**src/rtl/coreaxitoahbl_pkg.sv**
```systemverilog
// Shared definitions for the AXI-to-AHB-Lite bridge burst RAM: pointer width,
// read-controller state encoding and Gray/binary pointer conversion.
package coreaxitoahbl_pkg;

  // Widest pointer supported (AXI_LWIDTH up to 8, plus the wrap bit).
  localparam int unsigned PTR_W_MAX = 9;

  typedef enum logic [1:0] {
    IDLE  = 2'd0,
    READ  = 2'd1,
    DRAIN = 2'd2
  } rdState_t;

  function automatic int unsigned ptrWidth(input int unsigned lWidth);
    return lWidth + 1;
  endfunction

  function automatic logic [PTR_W_MAX-1:0] bin2gray(input logic [PTR_W_MAX-1:0] b);
    return b ^ (b >> 1);
  endfunction

  function automatic logic [PTR_W_MAX-1:0] gray2bin(input logic [PTR_W_MAX-1:0] g);
    logic [PTR_W_MAX-1:0] b;
    b = g;
    for (int unsigned i = 1; i < PTR_W_MAX; i++) begin
      b = b ^ (g >> i);
    end
    return b;
  endfunction

endpackage

```
**src/rtl/coreaxitoahbl_gray_sync.sv**
```systemverilog
// Two-flop synchronizer for a Gray-coded pointer, followed by conversion
// back to binary in the destination domain.
module coreaxitoahbl_gray_sync
  import coreaxitoahbl_pkg::*;
#(
  parameter int unsigned WIDTH = 5
) (
  input  logic             clk,
  input  logic             RESETN,
  input  logic [WIDTH-1:0] grayIn,
  output logic [WIDTH-1:0] binOut
);

  logic [WIDTH-1:0] meta;
  logic [WIDTH-1:0] sync;

  always_ff @(posedge clk or negedge RESETN) begin
    if (!RESETN) begin
      meta <= '0;
      sync <= '0;
    end else begin
      meta <= grayIn;
      sync <= meta;
    end
  end

  assign binOut = WIDTH'(gray2bin(PTR_W_MAX'(sync)));

endmodule

```
**src/rtl/coreaxitoahbl_ram_rd_ctrl.sv**
```systemverilog
// Read-side controller of the dual-clock burst RAM: streams commanded bursts
// out of the RAM over valid/ready and returns its Gray read pointer.
module coreaxitoahbl_ram_rd_ctrl
  import coreaxitoahbl_pkg::*;
#(
  parameter int unsigned AXI_DWIDTH = 64,
  parameter int unsigned AXI_LWIDTH = 4,
  parameter int unsigned LEN_WIDTH  = 8
) (
  input  logic                  rdCLK,
  input  logic                  RESETN,
  input  logic                  cmdValid,
  output logic                  cmdReady,
  input  logic [LEN_WIDTH-1:0]  cmdLen,
  input  logic [AXI_LWIDTH:0]   wrPtrGray,
  output logic [AXI_LWIDTH:0]   rdPtrGray,
  output logic [AXI_LWIDTH-1:0] rdAddr,
  input  logic [AXI_DWIDTH-1:0] rdData,
  output logic                  outValid,
  input  logic                  outReady,
  output logic [AXI_DWIDTH-1:0] outData,
  output logic                  outLast,
  output logic                  done
);

  localparam int unsigned PW = ptrWidth(AXI_LWIDTH);

  rdState_t             state;
  rdState_t             nextState;
  logic [PW-1:0]        rdPtr;
  logic [PW-1:0]        wrPtrSync;
  logic [LEN_WIDTH:0]   issueLeft;
  logic                 inFlight;
  logic                 inFlightLast;
  logic [1:0]           bufCnt;
  logic [AXI_DWIDTH-1:0] bufData0;
  logic [AXI_DWIDTH-1:0] bufData1;
  logic                 bufLast0;
  logic                 bufLast1;
  logic [2:0]           occupancy;
  logic                 empty;
  logic                 pop;
  logic                 issue;
  logic                 cmdFire;
  logic                 lastPop;

  coreaxitoahbl_gray_sync #(
    .WIDTH(PW)
  ) u_wrPtrSync (
    .clk   (rdCLK),
    .RESETN(RESETN),
    .grayIn(wrPtrGray),
    .binOut(wrPtrSync)
  );

  // Full-width compare: equal low bits with differing MSB means a full RAM.
  assign empty    = (wrPtrSync == rdPtr);
  assign rdAddr   = rdPtr[AXI_LWIDTH-1:0];
  assign outValid = (bufCnt != 2'd0);
  assign outData  = bufData0;
  assign outLast  = bufLast0;
  assign pop      = outValid && outReady;
  assign cmdFire  = cmdValid && cmdReady;
  assign lastPop  = pop && outLast;

  // Buffer slots already committed, including the read still in the RAM.
  assign occupancy = {1'b0, bufCnt} + {2'b00, inFlight};
  assign issue = (state == READ) && !empty && (issueLeft != '0) &&
                 (occupancy < (3'd2 + {2'b00, pop}));

  always_comb begin
    nextState = state;
    cmdReady  = 1'b0;
    case (state)
      IDLE: begin
        cmdReady = 1'b1;
        if (cmdValid) nextState = READ;
      end
      READ: begin
        if (issue && (issueLeft == (LEN_WIDTH+1)'(1))) nextState = DRAIN;
      end
      DRAIN: begin
        if (lastPop) nextState = IDLE;
      end
      default: nextState = IDLE;
    endcase
  end

  always_ff @(posedge rdCLK or negedge RESETN) begin
    if (!RESETN) begin
      state <= IDLE;
      done  <= 1'b0;
    end else begin
      state <= nextState;
      done  <= (state == DRAIN) && lastPop;
    end
  end

  always_ff @(posedge rdCLK or negedge RESETN) begin
    if (!RESETN) begin
      rdPtr        <= '0;
      rdPtrGray    <= '0;
      issueLeft    <= '0;
      inFlight     <= 1'b0;
      inFlightLast <= 1'b0;
    end else begin
      rdPtrGray <= PW'(bin2gray(PTR_W_MAX'(rdPtr)));
      inFlight  <= issue;
      if (cmdFire) begin
        issueLeft <= {1'b0, cmdLen} + (LEN_WIDTH+1)'(1);
      end else if (issue) begin
        issueLeft <= issueLeft - (LEN_WIDTH+1)'(1);
      end
      if (issue) begin
        rdPtr        <= rdPtr + PW'(1);
        inFlightLast <= (issueLeft == (LEN_WIDTH+1)'(1));
      end
    end
  end

  // Slot 0 is always the head; a pop shifts slot 1 forward.
  always_ff @(posedge rdCLK or negedge RESETN) begin
    if (!RESETN) begin
      bufCnt   <= '0;
      bufData0 <= '0;
      bufData1 <= '0;
      bufLast0 <= 1'b0;
      bufLast1 <= 1'b0;
    end else begin
      case ({inFlight, pop})
        2'b10: begin
          if (bufCnt == 2'd0) begin
            bufData0 <= rdData;
            bufLast0 <= inFlightLast;
          end else begin
            bufData1 <= rdData;
            bufLast1 <= inFlightLast;
          end
          bufCnt <= bufCnt + 2'd1;
        end
        2'b01: begin
          bufData0 <= bufData1;
          bufLast0 <= bufLast1;
          bufCnt   <= bufCnt - 2'd1;
        end
        2'b11: begin
          if (bufCnt == 2'd1) begin
            bufData0 <= rdData;
            bufLast0 <= inFlightLast;
          end else begin
            bufData0 <= bufData1;
            bufLast0 <= bufLast1;
            bufData1 <= rdData;
            bufLast1 <= inFlightLast;
          end
        end
        default: ;
      endcase
    end
  end

endmodule

```
**config.mk**
```make
export PLATFORM = sky130hd
export DESIGN_NAME = coreaxitoahbl_ram_rd_ctrl
export DESIGN_NICKNAME = d
export VERILOG_FILES = /design/src/rtl/coreaxitoahbl_pkg.sv /design/src/rtl/coreaxitoahbl_gray_sync.sv /design/src/rtl/coreaxitoahbl_ram_rd_ctrl.sv
export SDC_FILE = /design/constraint.sdc
export NUM_CORES = 1
export LEC_CHECK = 0
export ABC_CLOCK_PERIOD_IN_PS = 4600
export BUFFER_PORTS_ARGS = -buffer_cell sky130_fd_sc_hd__buf_2
export CAP_MARGIN = 20
export CORE_MARGIN = 4
export CORE_UTILIZATION = 35
export CTS_BUF_LIST = sky130_fd_sc_hd__clkbuf_8 sky130_fd_sc_hd__clkbuf_16
export CTS_CLUSTER_SIZE = 12
export DETAILED_ROUTE_END_ITERATION = 7
export GPL_TIMING_DRIVEN = 1
export PLACE_DENSITY_LB_ADDON = 0.08
export SLEW_MARGIN = 5
export SYNTH_ARGS = -nofsm -noshare
export SYNTH_HDL_FRONTEND = slang
export SYNTH_SLANG_ARGS = --single-unit
```
**constraint.sdc**
```tcl
create_clock -name rdCLK -period 4.6 [get_ports rdCLK]
set_clock_uncertainty 0.15 [all_clocks]
set_input_delay 0.23 -clock rdCLK [delete_from_list [all_inputs] [get_ports rdCLK]]
set_output_delay 0.23 -clock rdCLK [all_outputs]
set_load 0.02 [all_outputs]
```
## Yosys cells after proc, flatten, opt, wreduce, memory -nomap -nowiden

Index checks and enable logic that the tools add are counted.

- $add $sub $neg: 7
- Magnitude comparators: 1
- Equal/unequal tests: 14
- Multiplexer cells: 20
- Bitwise operators: 5
- Reduce and logical (&&, ||, !) cells: 20

Operators by type and width:

| kind | number |
|---|---|
| $mux W64 | 4 |
| $pmux W64 S3 | 1 |
| $pmux W64 S2 | 1 |
| $mux W9 | 2 |
| $ne A2 B2 Y1 const B | 5 |
| $xor A5 B4 Y5 | 2 |
| $add A8 B1 Y9 const B | 1 |
| $eq A9 B1 Y1 const B | 1 |
| $reduce_bool A9 Y1 | 1 |
| $sub A9 B1 Y9 const B | 1 |
| $logic_and A1 B1 Y1 | 8 |
| $reduce_bool A2 Y1 | 4 |
| $eq A2 B1 Y1 const B | 3 |
| $eq A2 B2 Y1 const B | 3 |
| $mux W2 | 3 |
| $pmux W2 S3 | 1 |
| $reduce_and A3 Y1 | 2 |
| $add A5 B1 Y5 const B | 1 |
| $eq A5 B5 Y1 | 1 |
| $mux W1 | 5 |
| $xor A5 B1 Y5 | 1 |
| $xor A5 B2 Y5 | 1 |
| $xor A5 B3 Y5 | 1 |
| $logic_not A2 Y1 | 2 |
| 12 further kinds | 12 |

- Register bits after elaboration: 166
- Bits of input ports: 81
- Output and inout bits: 77
- Word-level logic and storage cells: 81

## Logic depth before layout (Yosys ltp)

Gate-level depths: netlist of the first run.

- Depth in word-level cells: 12
- Mapped depth: 11
- Mapped depth without buffers: 9

## Hierarchy

From an unflattened synthesis of the first run, not the netlist that was laid out.

- Cells, all modules: 612
- Area, all modules: 7156.9 µm²

By module, submodules not included:

| module | instances | cells each | area each (µm²) | seq. area each (µm²) |
|---|---|---|---|---|
| coreaxitoahbl_ram_rd_ctrl | 1 | 595 | 6824.0 | 3903.7 |
| coreaxitoahbl_gray_sync | 1 | 17 | 332.8 | 250.2 |

## Worst setup path before layout of the first run

OpenSTA, ideal clock, no wires.

- Path kind: register to register
- From: register bufCnt[0]
- To: register bufData1[0]
- Library setup time: 0.125 ns
- Arrival: 2.455 ns
- Required time: 4.325 ns
- Path slack: 1.871 ns
- Stages on the path, launching flop included: 12
- Path buffers: 2
- Period minus slack after synthesis: 2.729 ns
- Cells stage by stage: dfrtp_1 inv_1 ha_1 nor2b_1 inv_1 ha_1 nand2_1 o21ai_0 a21oi_1 clkbuf_1 clkbuf_1 mux2_2

- Longest elaborated chain between the ends: 5
- Elaborated cells between the ends (all ways): 11
- Those cells by class: eq/ne: 5; mux: 1; reduce/logical: 5

RTL lines:

| item | RTL line | source |
|---|---|---|
| start, declared | coreaxitoahbl_ram_rd_ctrl.sv:35 | `logic [1:0] bufCnt;` |
| start signal, assigned | coreaxitoahbl_ram_rd_ctrl.sv:139 | `bufCnt <= bufCnt + 2'd1;` |
| start signal, assigned | coreaxitoahbl_ram_rd_ctrl.sv:144 | `bufCnt <= bufCnt - 2'd1;` |
| $reduce_bool A2 Y1 | coreaxitoahbl_ram_rd_ctrl.sv:59 | `assign outValid = (bufCnt != 2'd0);` |
| $logic_and A1 B1 Y1 | coreaxitoahbl_ram_rd_ctrl.sv:62 | `assign pop = outValid && outReady;` |
| $eq A2 B2 Y1 | coreaxitoahbl_ram_rd_ctrl.sv:130 | `case ({inFlight, pop})` |
| $ne A2 B2 Y1 (no source line) or $reduce_bool A2 Y1 (tied branches) | n/a |  |
| $reduce_and A3 Y1 (no source line) | n/a |  |
| end signal, assigned | coreaxitoahbl_ram_rd_ctrl.sv:136 | `bufData1 <= rdData;` |
| end signal, assigned | coreaxitoahbl_ram_rd_ctrl.sv:153 | `bufData1 <= rdData;` |
| end, declared | coreaxitoahbl_ram_rd_ctrl.sv:37 | `logic [AXI_DWIDTH-1:0] bufData1;` |

Parallel ways exist; a longest one is shown, timed or not.
A chain may end at the register's enable or synchronous reset.

## Final worst setup path of the first run

- From: register bufCnt[0]
- To: register bufData0[29] (netlist: outData[29])

- Longest elaborated chain between the ends: 5
- Elaborated cells between the ends (all ways): 12
- Those cells by class: eq/ne: 5; mux: 2; reduce/logical: 5

RTL lines:

| item | RTL line | source |
|---|---|---|
| $reduce_bool A2 Y1 | coreaxitoahbl_ram_rd_ctrl.sv:59 |  |
| $logic_and A1 B1 Y1 | coreaxitoahbl_ram_rd_ctrl.sv:62 |  |
| $eq A2 B2 Y1 or $eq A2 B1 Y1 (tied branches) | coreaxitoahbl_ram_rd_ctrl.sv:130 |  |
| $ne A2 B2 Y1 (no source line) or $reduce_bool A3 Y1 (tied branches) | n/a |  |
| $reduce_and A2 Y1 (no source line) | n/a |  |
| end signal, assigned | coreaxitoahbl_ram_rd_ctrl.sv:133 | `bufData0 <= rdData;` |
| end signal, assigned | coreaxitoahbl_ram_rd_ctrl.sv:142 | `bufData0 <= bufData1;` |
| end signal, assigned | coreaxitoahbl_ram_rd_ctrl.sv:148 | `bufData0 <= rdData;` |
| end, declared | coreaxitoahbl_ram_rd_ctrl.sv:36 | `logic [AXI_DWIDTH-1:0] bufData0;` |

Parallel ways exist; a longest one is shown, timed or not.

==> flow_summary.yaml, run 1 <==
power:
  p_leak_nw: 4.32
  ir_drop_mv: 0.389
  power.density_nw_per_um2: 749
synth:
  synth_flop_cell: "dfrtp_1"
  async_reset_ff_share_pct: 100
  ys_types: 43
  synth-edff-count: 0
  synth.cell_area_sq_um: 7090
  synth_nets: 707
  syn_area_per_cell_sq_um: 11.6
  synth_warnings: 0
  ys_ff_latch: 166
  syn_inst: 613
  netlist.area_leader.share_pct: 58.6
  ys_seq_area_share_pct: 58.6
  yosys.area.top_type: "dfrtp_1"
  ys_top_cells_by_area: "dfrtp_1, mux2_2, a22oi_1"
  synthTopCellsByCount: "dfrtp_1, nand2_1, o21ai_0"
  synth.most_common_cell: "dfrtp_1"
sta:
  slew_headroom_pct: 51.5
  slew_violations: 0
  fmax_mhz: 305
  worstMarginPinSlew_ns: 0.728
  tns_ns: 0
  min_period_over_period_pct: 71.2
  finalSetupViolCount: 0
  hold_viol_final: 0
  rsz0062_at_grt: "no"
  fin_crit_ns: 3.27
  hold_slack_ns: 0.0328
placed_design:
  hpwlAfterDp_microns: 11300
  port_buffers: 157
  place_congestion: 0.783
route:
  avgRoutedWirePerCell_microns: 15.6
  drc: 0
  route.met3.wl_microns: 915
  avgViaCountPerCell: 4.87
  drtIter0Drc: 317
  routed.top_layer: "met4"
  drtAntennaViolNets: 0
  via_count: 5391
  drt_wl_total_microns: 17300
  wl_met1_microns: 8220
  dr.pass1.iters: 4
  dr_wl_met2_microns: 7810
worst_setup_path:
  crit_buf_inv: 2
  end_kind: "flip-flop"
  r2r_setup_slack_ns: 1.33
  slowest_stage: "a21o_2"
  r2r_end: "outData[29]$_DFFE_PN0P_"
  cp_top_family: "compound AO/OA/AOI/OAI gates"
  cp.arrival_ns: 3.46
  crit_cells: 8
  reg2reg_depth: 8
  required_ns: 4.78
  cpPeakStageDelay_ns: 0.66
  r2r_start: "bufCnt[0]$_DFFE_PN0P_"
  crit_path_max_fanout: 35
  worstSetupPathType: "flip-flop to flip-flop"
  critPathLaunchType: "flip-flop"
  crit_end: "outData[29]$_DFFE_PN0P_"
  cp-startpoint: "bufCnt[0]$_DFFE_PN0P_"
  cpMostUsedCell: "ha_1"
  path_cells: "inv_1 -> ha_1 -> nor2b_1 -> ha_1 -> a21o_2 -> buf_4 -> a22oi_1 -> o21ai_0"
final_layout:
  fin_nets: 923
  num-fill-cells: 1833
  drive_above_1_share_pct: 32.3
  postLayoutCoreUtil_pct: 48.0
  antenna_cells: 0
  layout-area-overhead-vs-synth_pct: 33.5
floorplanning:
  core_area_sq_um: 19700
  die_h_microns: 150
  die_area_sq_um: 22600
  die_w_microns: 150
  io-pin-count: 158
  row_count: 51
  start_util_pct: 36.0
clock_network:
  clock_sinks: 166
  h-tree-depth: 4
  cts_root_buf: "clkbuf_16"
  clockBufferDepth: 2
  cts_tree: "done"
  cts_setup_buffers: 0
  hold_buffers: 73
  ctsResizeCount: 0
  clock_latency_ns: 0.42
  cts-buffers-inserted: 17
  clk_pin_slew_ns: 0.06
grt:
  grt_usage_pct: 15.7
  grt-ovfl-total: 0
  antenna_found_initial: 0
  grt_pass1_vias: 5567
  grt_max_degree: 90
  grt_pass1_wl_microns: 28300
flow_run:
  maxCapViolCount: 0
status:
  status: "completed"
min_path:
  hold_path.class: "input port to flip-flop"
==> placed cells by master, fill, tap and decap left out, types with 4 or more instances in the layout <==
master and instances:
mux2_2 66, nor3_1 6, nor2_1 13, dfrtp_1 166, o21ai_0 72, inv_1 12, xnor2_1 11, a22oi_1 65
nand3_1 8, buf_4 7, buf_2 156, dlygate4sd3_1 73, clkbuf_16 17, a31oi_1 4, ha_1 13, nand2_1 84
xor2_1 7
==> area by class of cell <==
class,count,area [sq um],area share (%)
Sequential cell,166,4150,43.9
Multi-Input combinational cell,396,2770,29.2
Timing Repair Buffer,238,1600,16.9
Clock buffer,17,425,4.49
Tap cell,265,332,3.50
Clock inverter,15,155,1.64
Inverter,10,37.5,0.397
==> flip-flops by register name (all words and copies together), names as in the netlist <==
signal	flops
bufCnt	2
bufData1	64
bufLast1	1
done	1
inFlight	1
inFlightLast	1
issueLeft	9
outData	64
outLast	1
rdPtr	5
rdPtrGray	5
state	2
u_wrPtrSync.meta	5
u_wrPtrSync.sync	5
==> per-stage QoR <==
| stage | setup slack, ns | instance area, sq um | std cells | power, W |
|---|---|---|---|---|
| global route | 0.998 | 9470 | 1107 | 0.00765 |
| floorplan | 1.87 | 7090 | 613 | 0.00475 |
| finish | 1.33 | 9470 | 1107 | 0.00709 |
| CTS | 1.28 | 9470 | 1107 | 0.00720 |
| detailed placement | 1.29 | 8160 | 1002 | 0.00572 |
| global placement | 1.46 | 8160 | 1002 | 0.00562 |
==> cell families (layout without fill, tap and decap cells) <==
family / count (synthesis) / count (layout) / synth area share (%)
DFF: 166 / 166 / 58.6
AOI/OAI and AO/OA: 158 / 158 / 14.4
and+or+nand+nor: 137 / 137 / 8.59
muxes: 70 / 70 / 11.0
buffers and inverters: 51 / 280 / 2.91
xor gates and xnor gates: 18 / 18 / 2.22
adders and majority gates: 13 / 13 / 2.29
==> routing by layer <==
layer / vias to the layer above / global-route usage, %
met5: - / 0
met4: 0 / 5.22
met3: 25 / 3.49
met2: 137 / 24.6
met1: 2603 / 21.6
li1: 2626 / -
==> how the worst min path moves through the flow <==
stage,from,endpoint,cells past startpoint
after CTS,cmdLen[5],issueLeft[5]$_DFFE_PN0P_,4
final,cmdLen[5],issueLeft[5]$_DFFE_PN0P_,4
after detailed placement,RESETN,outData[56]$_DFFE_PN0P_,1
after global routing,cmdLen[6],issueLeft[6]$_DFFE_PN0P_,4
after floorplan,RESETN,bufCnt[0]$_DFFE_PN0P_,0
after global placement,RESETN,outData[56]$_DFFE_PN0P_,1
==> worst min-delay path: cells and delay by family <==
| kind | cells | cell delay, ns |
|---|---|---|
| AND/OR/NAND/NOR | 1 | 0.10 |
| XOR/XNOR | 1 | 0.07 |
| buffers and inverters | 1 | 0.10 |
| AO/OA/AOI/OAI | 1 | 0.06 |
==> where the power goes <==
group / internal [W] / switching (W)
Clock: 0.000803 / 0.000593
Sequential: 0.00216 / 0.000405
Combinational: 0.00131 / 0.00183
(Power assumes the default switching activity.)
==> run 2, diff against run 1 <==
Settings changed: ABC_CLOCK_PERIOD_IN_PS 4600 to 3100.
Clock period 4.6 ns to 3.1 ns, I/O delays scaled along.
==> run 2 against run 1 <==
Net effect: register-to-register slack got worse by 1.1 ns; first-iteration DRC count rose by 2.8%; via count rose by 1.1%; total power rose by 50%; sequential share of layout area fell by 0.62 points; highest routed layer unchanged; critical endpoint is now state[1]$_DFFE_PN0P_.
==> flow_summary.yaml, run 2 (synthesis results as in run 1) <==
worst_setup_path:
  crit_path_max_fanout: 10
  crit_buf_inv: 1
  slowest_stage: "nor4_1"
  reg2reg_depth: 7
  required_ns: 3.30
  end_kind: "flip-flop"
  r2r_setup_slack_ns: 0.26
  r2r_end: "state[1]$_DFFE_PN0P_"
  r2r_start: "bufCnt[0]$_DFFE_PN0P_"
  path_cells: "inv_1 -> ha_1 -> or3b_4 -> a2111oi_4 -> o21ai_2 -> nor4_1 -> a31o_2"
  cp.arrival_ns: 3.04
  critPathLaunchType: "flip-flop"
  worstSetupPathType: "flip-flop to flip-flop"
  cp_top_family: "simple AND/OR/NAND/NOR gates"
  cpPeakStageDelay_ns: 0.55
clock_network:
  h-tree-depth: 4
  cts_root_buf: "clkbuf_16"
  ctsResizeCount: 0
  clock_latency_ns: 0.41
  clock_sinks: 166
  clk_pin_slew_ns: 0.07
  cts_setup_buffers: 0
  hold_buffers: 78
  clockBufferDepth: 2
  cts_tree: "done"
  cts-buffers-inserted: 17
final_layout:
  fin_nets: 933
  num-fill-cells: 1781
  antenna_cells: 0
  drive_above_1_share_pct: 32.7
  mostFrequentLayoutCell: "dfrtp_1"
  layout-area-overhead-vs-synth_pct: 35.4
  final_cell_mix: "dfrtp_1, buf_2, nand2_1, dlygate4sd3_1, o21ai_0"
floorplanning:
  die_h_microns: 150
  core_area_sq_um: 19700
  io-pin-count: 158
  start_util_pct: 36.0
  die_area_sq_um: 22600
  die_w_microns: 150
  row_count: 51
placed_design:
  pre_cts_slack_ns: 0.267
  hpwlAfterDp_microns: 11600
  port_buffers: 157
  place_congestion: 0.806
route:
  via_count: 5449
  dr.pass1.iters: 4
  drt_wl_total_microns: 17500
  drc: 0
  avgViaCountPerCell: 4.88
  drtAntennaViolNets: 0
  drtIter0Drc: 326
  avgRoutedWirePerCell_microns: 15.7
sta:
  worstMarginPinSlew_ns: 0.604
  hold_viol_final: 0
  slew_violations: 0
  tns_ns: 0
  fmax_mhz: 352
  setup_ws_ns: 0.259
  min_period_over_period_pct: 91.6
  rsz0062_at_grt: "no"
  slew_headroom_pct: 59.7
  fin_crit_ns: 2.84
  finalSetupViolCount: 0
min_path:
  worstHoldPathCells: 4
  hold_path.class: "input port to flip-flop"
  min_from: "cmdLen[3]"
  hold_path_end: "issueLeft[3]$_DFFE_PN0P_"
power:
  power.density_nw_per_um2: 1110
  ir_drop_mv: 0.484
  p_leak_nw: 4.38
grt:
  grt_usage_pct: 15.9
  grt_pass1_wl_microns: 28600
  grt_max_degree: 69
  grt-ovfl-total: 0
  antenna_found_initial: 0
  grt_pass1_vias: 5620
status:
  status: "completed"
flow_run:
  maxCapViolCount: 0
==> run 2: cell count changes in the layout (fill, tap and decap cells not counted), sizes merged <==
cell	previous run	this run
clkbuf	17	18
bufinv	2	1
dlygate4sd3	73	78
clkinvlp	3	2
buf	165	170
clkinv	4	5
==> run 2: layout make-up <==
class                      instances  area [sq um]  share of cell area (%)
clock buffer                      18           439                    4.57
clock inverter                    14           139                    1.45
inverter                          10          37.5                   0.391
multi-input combinational        396          2770                    28.8
sequential                       166          4150                    43.3
tap                              265           332                    3.45
timing repair buffer             248          1730                    18.0
==> run 2: worst min-delay path: stages <==
cell and delay [ns]:
buf_2 0.12, xor2_1 0.07, nand2_1 0.06, o311a_1 0.15
==> run 2: report_power, final <==
group          switching, W  leakage (nW)  internal, W
registers          0.000603          2.00      0.00320
logic               0.00273          2.10      0.00207
clock network      0.000913         0.282      0.00115
==> run 2: worst max-delay path by stage <==
stage	slack (ns)	end	startpoint	cells past startpoint
after floorplan	0.37	bufData1[0]$_DFFE_PN0P_	bufCnt[0]$_DFFE_PN0P_	11
after global placement	0.31	state[1]$_DFFE_PN0P_	inFlight$_DFF_PN0_	6
after detailed placement	0.27	state[1]$_DFFE_PN0P_	bufCnt[0]$_DFFE_PN0P_	7
after CTS	0.24	state[1]$_DFFE_PN0P_	bufCnt[0]$_DFFE_PN0P_	7
after global routing	0.09	state[0]$_DFFE_PN0P_	bufCnt[0]$_DFFE_PN0P_	7
final	0.26	state[1]$_DFFE_PN0P_	bufCnt[0]$_DFFE_PN0P_	7
==> run 2: routing by layer <==
| layer | vias to the layer above | track usage, % | wire (microns) |
|---|---|---|---|
| met3 | 16 | 3.43 | 966 |
| met4 | 0 | 4.71 | 184 |
| met2 | 130 | 26.0 | 8240 |
| met5 | - | 0 | 0 |
| met1 | 2664 | 21.4 | 8110 |
| li1 | 2639 | - | - |
==> run 2: through the flow <==
stage / area, sq um / std cells / total power, W / util [%] / hold WS (ns)
finish: 9600 / 1117 / 0.0107 / 48.7 / 0.0315
global route: 9600 / 1117 / 0.0115 / 48.7 / 0.0344
CTS: 9600 / 1117 / 0.0108 / 48.7 / 0.0163
detailed placement: 8240 / 1007 / 0.00865 / 41.8 / 0.00650
global placement: 8240 / 1007 / 0.00850 / 41.8 / 0.00869
floorplan: 7090 / 613 / 0.00705 / - / -0.291
==> run 3, diff against run 2 <==
==> constraint.sdc (replaced) <==
create_clock -name rdCLK -period 3.1 [get_ports rdCLK]
set_clock_uncertainty 0.15 [all_clocks]
set_input_delay 0.465 -clock rdCLK [delete_from_list [all_inputs] [get_ports rdCLK]]
set_output_delay 0.465 -clock rdCLK [all_outputs]
set_load 0.02 [all_outputs]
==> run 3 against run 2 <==
Net effect: fmax increased by 0.79%; non-clock buffer count fell by 73; final cell count is 6.6% lower; die area did not move; combinational power shrank 3%; setup slack improved by 0.022 ns; first-iteration DRC count shrank 31%; hold slack improved by 0.11 ns; utilization shrank 3.5 points; register-to-register slack better by 0.02 ns.
==> flow_summary.yaml, run 3 (synthesis results as in run 1) <==
min_path:
  min_from: "rdData[37]"
  hold_path_end: "bufData1[37]$_DFFE_PN0P_"
  hold_path.class: "input port to flip-flop"
  worstHoldPathCells: 2
clock_network:
  cts_root_buf: "clkbuf_16"
  clock_latency_ns: 0.42
  ctsResizeCount: 0
  cts_tree: "done"
  clock_sinks: 166
  clk_pin_slew_ns: 0.07
  cts_setup_buffers: 0
  hold_buffers: 6
  h-tree-depth: 4
  cts-buffers-inserted: 17
  clockBufferDepth: 2
floorplanning:
  core_area_sq_um: 19700
  die_h_microns: 150
  die_area_sq_um: 22600
  io-pin-count: 158
  row_count: 51
  start_util_pct: 36.0
  die_w_microns: 150
sta:
  slew_violations: 0
  finalSetupViolCount: 0
  tns_ns: 0
  hold_viol_final: 0
  min_period_over_period_pct: 90.9
  fin_crit_ns: 2.82
  fmax_mhz: 355
  worstMarginPinSlew_ns: 0.589
  slew_headroom_pct: 60.8
  rsz0062_at_grt: "no"
flow_run:
  maxCapViolCount: 0
worst_setup_path:
  reg2reg_depth: 6
  cp.arrival_ns: 3.02
  required_ns: 3.30
  r2r_end: "inFlightLast$_DFFE_PN0P_"
  r2r_setup_slack_ns: 0.28
  r2r_start: "inFlight$_DFF_PN0_"
  worstSetupPathType: "flip-flop to flip-flop"
  crit_path_max_fanout: 10
  end_kind: "flip-flop"
  critPathLaunchType: "flip-flop"
route:
  dr.pass1.iters: 4
  drt_wl_total_microns: 16800
  drtIter0Drc: 226
  drc: 0
  avgRoutedWirePerCell_microns: 16.1
  drtAntennaViolNets: 0
  avgViaCountPerCell: 4.95
  via_count: 5158
power:
  ir_drop_mv: 0.544
  power_frac_clock_pct: 20.6
  p_seq_share_pct: 35.7
  power_switching_w: 0.00416
  p_leak_nw: 4.09
  comb_power_share_pct: 43.8
  swShare_pct: 39.1
  p_int_w: 0.00649
  power.density_nw_per_um2: 1200
grt:
  grt_usage_pct: 15.2
  grt_max_degree: 70
  antenna_found_initial: 1
  grt_pass1_vias: 5335
  grt_pass1_wl_microns: 27300
  grt-ovfl-total: 0
final_layout:
  layout-area-overhead-vs-synth_pct: 25.6
  finalInstanceArea_sq_um: 8900
  postLayoutCoreUtil_pct: 45.2
  antenna_cells: 0
  fin_nets: 860
  final_cell_mix: "dfrtp_1, buf_2, nand2_1, o21ai_0, mux2_2"
  mostFrequentLayoutCell: "dfrtp_1"
  drive_above_1_share_pct: 35.6
  final_cells: 1043
placed_design:
  hpwlAfterDp_microns: 11400
  place_area_sq_um: 8240
  place_congestion: 0.824
  port_buffers: 157
  place_inst: 1006
status:
  status: "completed"
[run 3: cell type report]
type / count / area, sq um
fillers: 1851 / 10800
flip-flops and latches: 166 / 4150
multi-input cells: 396 / 2770
repair buffers: 175 / 1000
clock buffers: 18 / 439
well taps: 265 / 332
clock inverters: 13 / 170
inverters: 10 / 37.5
[run 3: worst max path at each step]
stage,start,endpoint,slack (ns),cells past startpoint
2_1_floorplan,bufCnt[0]$_DFFE_PN0P_,bufData1[0]$_DFFE_PN0P_,0.37,11
3_3_place_gp,inFlight$_DFF_PN0_,state[0]$_DFFE_PN0P_,0.32,6
3_5_place_dp,inFlight$_DFF_PN0_,state[0]$_DFFE_PN0P_,0.23,6
4_1_cts,inFlight$_DFF_PN0_,inFlightLast$_DFFE_PN0P_,0.22,6
5_1_grt,bufCnt[0]$_DFFE_PN0P_,state[0]$_DFFE_PN0P_,0.04,7
6_report,inFlight$_DFF_PN0_,inFlightLast$_DFFE_PN0P_,0.28,6
[run 3: power groups by stage]
stage	registers (W)	clock network, W	logic [W]
after global placement	0.00380	0	0.00467
after floorplan	0.00424	0	0.00281
after detailed placement	0.00385	0	0.00476
after CTS	0.00381	0.00226	0.00477
final	0.00380	0.00219	0.00466
after global routing	0.00393	0.00235	0.00519
[run 3: per-stage QoR]
step / hold slack (ns) / total power [W] / worst slack (ns)
CTS: 0.118 / 0.0108 / 0.222
global placement: 0.184 / 0.00847 / 0.321
finish: 0.139 / 0.0107 / 0.281
detailed placement: 0.186 / 0.00861 / 0.232
floorplan: 0.0194 / 0.00705 / 0.371
global route: 0.118 / 0.0115 / 0.0355
[run 3: worst max-delay path: stages, from the launching register on]
cell       delay (ns)
dfrtp_1          0.47
ha_1             0.34
or3b_4           0.39
a2111oi_4        0.46
o21ai_2          0.24
nor4_1           0.52
nand2b_1         0.18
[run 3: per-layer routing]
| layer | track usage, % | wire length, microns |
|---|---|---|
| met3 | 3.40 | 879 |
| met2 | 24.2 | 7860 |
| met5 | 0 | 12 |
| met4 | 4.89 | 221 |
| met1 | 20.6 | 7850 |
